==> src/rtl/hazard_scoreboard_pkg.sv <==
// hazard_scoreboard_pkg: register index width, long-op FSM encoding and the
// shadow entry that tracks an in-flight destination register.
package hazard_scoreboard_pkg;
    localparam int REG_IDX_W = 5;

    typedef enum logic {IDLE = 1'b0, BUSY = 1'b1} long_state_e;

    typedef struct packed {
        logic                 v;
        logic [REG_IDX_W-1:0] rd;
        logic                 load;
        logic                 long_op;
    } shadow_t;
endpackage

==> src/rtl/hazard_long_ctr.sv <==
// hazard_long_ctr: holds EX for the remaining LONG_LAT-1 cycles after a long op
// (MUL/DIV) enters it.
module hazard_long_ctr
    import hazard_scoreboard_pkg::*;
#(
    parameter int LONG_LAT = 4
) (
    input  logic clk_i,
    input  logic rst_i,
    input  logic start,
    output logic busy
);
    long_state_e state_q, state_d;
    logic [3:0]  cnt_q, cnt_d;

    always_comb begin
        state_d = state_q;
        cnt_d   = cnt_q;
        if (state_q == IDLE) begin
            if (start) begin
                state_d = BUSY;
                cnt_d   = 4'(LONG_LAT - 1);
            end
        end else begin
            cnt_d = cnt_q - 4'd1;
            if (cnt_q == 4'd1) state_d = IDLE;
        end
    end

    always_ff @(posedge clk_i) begin
        if (!rst_i) begin
            state_q <= IDLE;
            cnt_q   <= '0;
        end else begin
            state_q <= state_d;
            cnt_q   <= cnt_d;
        end
    end

    assign busy = (state_q == BUSY);
endmodule

==> src/rtl/hazard_scoreboard.sv <==
// hazard_scoreboard: tracks EX/MEM destination registers and raises the stall,
// bubble, hold and flush controls for load-use hazards and long EX ops.
module hazard_scoreboard
    import hazard_scoreboard_pkg::*;
#(
    parameter int LONG_LAT = 4,
    parameter int CNT_W    = 16
) (
    input  logic                 clk_i,
    input  logic                 rst_i,
    input  logic                 ID_Valid_i,
    input  logic [REG_IDX_W-1:0] ID_Rs1_i,
    input  logic [REG_IDX_W-1:0] ID_Rs2_i,
    input  logic                 ID_UseRs1_i,
    input  logic                 ID_UseRs2_i,
    input  logic [REG_IDX_W-1:0] ID_Rd_i,
    input  logic                 ID_RegWrite_i,
    input  logic                 ID_MemRead_i,
    input  logic                 ID_Long_i,
    input  logic                 Branch_Taken_i,
    output logic                 PCWrite_o,
    output logic                 IF_ID_Write_o,
    output logic                 IF_Flush_o,
    output logic                 ID_EX_Bubble_o,
    output logic                 EX_Hold_o,
    output logic [CNT_W-1:0]     Stall_Cnt_o
);
    shadow_t          ex_q, ex_d, mem_q, mem_d;
    logic [CNT_W-1:0] stall_cnt_q, stall_cnt_d;
    logic             busy, load_use, stall, start;

    hazard_long_ctr #(.LONG_LAT(LONG_LAT)) u_long_ctr (
        .clk_i (clk_i),
        .rst_i (rst_i),
        .start (start),
        .busy  (busy)
    );

    always_comb begin
        load_use = ex_q.v & ex_q.load & ID_Valid_i &
                   ((ID_UseRs1_i & (ID_Rs1_i == ex_q.rd)) | (ID_UseRs2_i & (ID_Rs2_i == ex_q.rd)));
        stall          = busy | load_use;
        PCWrite_o      = ~stall;
        IF_ID_Write_o  = ~stall;
        ID_EX_Bubble_o = ~busy & load_use;
        EX_Hold_o      = busy;
        IF_Flush_o     = Branch_Taken_i & ~stall;
        // A held EX keeps its entry; the bubble it emits clears MEM.
        ex_d  = busy ? ex_q
              : (ID_Valid_i & ~ID_EX_Bubble_o)
                ? shadow_t'{ID_RegWrite_i & (ID_Rd_i != '0), ID_Rd_i, ID_MemRead_i, ID_Long_i}
                : '0;
        mem_d = busy ? '0 : ex_q;
        start = ~busy & ID_Valid_i & ~ID_EX_Bubble_o & ID_Long_i;
        stall_cnt_d = (stall & ~&stall_cnt_q) ? stall_cnt_q + 1'b1 : stall_cnt_q;
    end

    always_ff @(posedge clk_i) begin
        if (!rst_i) begin
            ex_q        <= '0;
            mem_q       <= '0;
            stall_cnt_q <= '0;
        end else begin
            ex_q        <= ex_d;
            mem_q       <= mem_d;
            stall_cnt_q <= stall_cnt_d;
        end
    end

    assign Stall_Cnt_o = stall_cnt_q;

    assert property (@(posedge clk_i) disable iff (!rst_i) busy |-> ex_q.long_op);
    assert property (@(posedge clk_i) disable iff (!rst_i) busy |=> (mem_q == '0));
endmodule
==> config.mk <==
export PLATFORM = sky130hd
export DESIGN_NAME = hazard_scoreboard
export DESIGN_NICKNAME = d
export VERILOG_FILES = /design/src/rtl/hazard_scoreboard_pkg.sv /design/src/rtl/hazard_long_ctr.sv /design/src/rtl/hazard_scoreboard.sv
export SDC_FILE = /design/constraint.sdc
export NUM_CORES = 1
export LEC_CHECK = 0
export ABC_AREA = 1
export ABC_CLOCK_PERIOD_IN_PS = 2750
export CORE_MARGIN = 10
export CORE_UTILIZATION = 52
export DETAILED_ROUTE_END_ITERATION = 8
export PLACE_DENSITY = 0.93
export SLEW_MARGIN = 30
export SYNTH_ARGS = -nofsm -noshare
export SYNTH_HDL_FRONTEND = slang
export SYNTH_SLANG_ARGS = --single-unit
==> constraint.sdc <==
create_clock -name clk_i -period 2.75 [get_ports clk_i]
set_input_delay 0.55 -clock clk_i [delete_from_list [all_inputs] [get_ports clk_i]]
set_output_delay 0.55 -clock clk_i [all_outputs]
set_load 0.1 [all_outputs]
==> impl_metrics.toml <==
[run_status]
status = "finished, final reports clean"

[cells_and_area]
nFillCells = 289
antennaDiodeCount = 0
final_cell_area_um2 = 2190
regArea_um2 = 562
final_layout_size_suffix_gt1_share_pct = 15.6
multi_input_area_um2 = 975
areaGrowthSynthToFinish_pct = 28.4
nets = 336

[cts]
path_clk_slew_ps = 140
insertion_delay_ps = 330
cts_root_buffer = "clkbuf_4"
cts.repair.resized = 0
cts_hold_buf = 0
clock-sinks = 28
postCtsSetupBuffers = 0
cts-htree-levels = 1
cts_tree = "done"
max-clock-path-buffers = 2
cts_buffers = 3

[sta]
setup_viol = 0
finalHoldViolations = 0
skew_ps = 9.17
post-route-min-period_ps = 2560
grt_setup_unrepaired = "no"
slew_headroom_pct = 71.7
slew_viol_final = 0
worstMarginPinSlew_ps = 423
setup_tns_ps = 0
fmax_mhz = 391
finalCritPeriodShare_pct = 93.0

[setup_path]
end_kind = "output port"
critPathMaxFanout = 6
reg2reg_slack_ps = 780
startpoint_type = "primary input"
crit_type = "in2out"
cp.arrival_ps = 2010
critPathRequiredTime_ps = 2200

[yosys]
ys_types = 24
synth_cells = 265
yosysTopAreaCell = "dfxtp_1"
async_reset_ff_share_pct = 0
synth_edf_count = 0
synth_top_area_share_pct = 32.8
synth-seq-cells = 28
yosysSeqAreaShare_pct = 32.8
syn_nets = 292
yosys-top-cells-area = "dfxtp_1 (33%), nand2_1 (20%), inv_1 (6.8%)"
yosys_warnings = 0
netlist_area_um2 = 1710
synth_area_per_cell_um2 = 6.45
ys.flop_type = "dfxtp_1"

[floorplan]
die_y_um = 77.3
die_area_um2 = 5980
rows = 20
initial_core_util_pct = 55.1
die_x_um = 77.3
core_area_um2 = 3100
num_io_pins = 45

[route]
remaining_drc_errors = 0
vias_per_cell = 4.85
drtIter0Drc = 84
routedWlPerCell_um = 11.8
detail-route-antenna-nets = 0
wirelength_mm = 4.13
first_pass_iters = 4
vias = 1704

[pwr]
p_total_uw = 803
powerDensity_nw_per_um2 = 366
p_leak_nw = 0.985
vdd_ir_drop_max_uv = 216

[placement]
io_buffer_count = 44
dp_hpwl_mm = 3.27
gp_routability_congestion = 0.885
dpl_cell_area_um2 = 2170

[grt]
grt_pass1_wl_mm = 6.87
grt_pass1_vias = 1562
grt_util_all_layers_pct = 13.3
grt-ovfl-total = 0
grt_max_degree = 17
antenna_found_initial = 0

[flow_run]
drv_cap = 0

[hold_path]
worstHoldPathType = "reg2reg"
[layout by cell type (no fill, tap or decap), drive strengths merged]
cell type      netlist  final
buf                  3     22
ha                   3      3
xnor2                4      4
nor3b                1      1
nand3               18     18
nand2               94     94
nor2                27     27
inv                 36     36
a21oi               26     26
nor3                 4      4
clkdlybuf4s50        0     23
clkbuf               3      3
or2                  1      1
dfxtp               28     28
nand4                4      4
xor2                 7      7
nand3b               1      1
o21ai                4      4
nor4                 1      1
[metrics by stage]
stage                     instances  worst slack (ps)  util (%)  hold slack, ps
after floorplan                 265               137         -             445
after CTS                       351               201      70.7             477
after global routing            351              81.2      70.7             498
after detailed placement        348               205      70.0             456
final                           351               193      70.7             474
after global placement          348               251      70.0             453
[cell type report]
| class | instances | share of cell area [%] |
|---|---|---|
| clock buffer | 3 | 1.03 |
| inverter | 36 | 6.16 |
| multi-input combinational | 195 | 44.4 |
| sequential | 28 | 25.6 |
| tap | 44 | 2.51 |
| timing repair buffer | 45 | 20.3 |
[flip-flops by register name, summed over array words and instances (netlist names)]
register,flops
u_long_ctr.busy,1
u_long_ctr.cnt_q,4
Stall_Cnt_o,16
ex_q,7
[cells by family after synthesis]
family	count (synthesis)	synth area share, %
XOR/XNOR	11	5.64
AND/OR/NAND/NOR	151	38.3
adder cells (fa/ha/maj)	3	2.20
buffers and inverters	42	10.3
flip-flops	28	32.8
AO/OA/AOI/OAI	30	10.8
[worst paths after layout]
kind	startpoint	end	cells past startpoint
setup / recovery	ID_Rs1_i[2]	IF_ID_Write_o	11
hold / removal	ex_q[7]$_SDFFE_PN0N_	ex_q[7]$_SDFFE_PN0N_	2
setup reg to reg	Stall_Cnt_o[0]$_SDFFE_PN0P_	Stall_Cnt_o[0]$_SDFFE_PN0P_	10
hold reg to reg	ex_q[7]$_SDFFE_PN0N_	ex_q[7]$_SDFFE_PN0N_	2
[synth_stat cells (2+ instances only)]
cell	n
nand2_1	90
inv_1	31
dfxtp_1	28
nor2_1	27
nand3_1	18
a21oi_1	17
a21oi_2	9
xor2_1	7
inv_2	5
nand4_1	4
o21ai_0	4
xnor2_1	4
clkbuf_1	3
ha_1	3
nand2_2	3
nor3_1	3
buf_6	2
[worst max-delay path, cell delays in order]
cell and delay, ps:
clkdlybuf4s50_1 490, inv_1 40, nand2_1 50, nand2_1 50, nor2_1 110, nand3_1 80
nand2_1 100, nand2_1 70, nand2_2 150, inv_1 130, buf_12 190
[per-layer routing]
layer / global-route usage [%] / share of wire (%)
met1: 15.4 / 45
met2: 23.0 / 49
met3: 2.88 / 4.0
met4: 5.84 / 1.6
met5: 0 / 0
[power by group]
part	switching (mW)	internal, mW	total, mW
Combinational	0.123	0.0780	0.201
Sequential	0.0171	0.420	0.437
Clock	0.113	0.0515	0.164
Power figures use the tool's default switching activity.
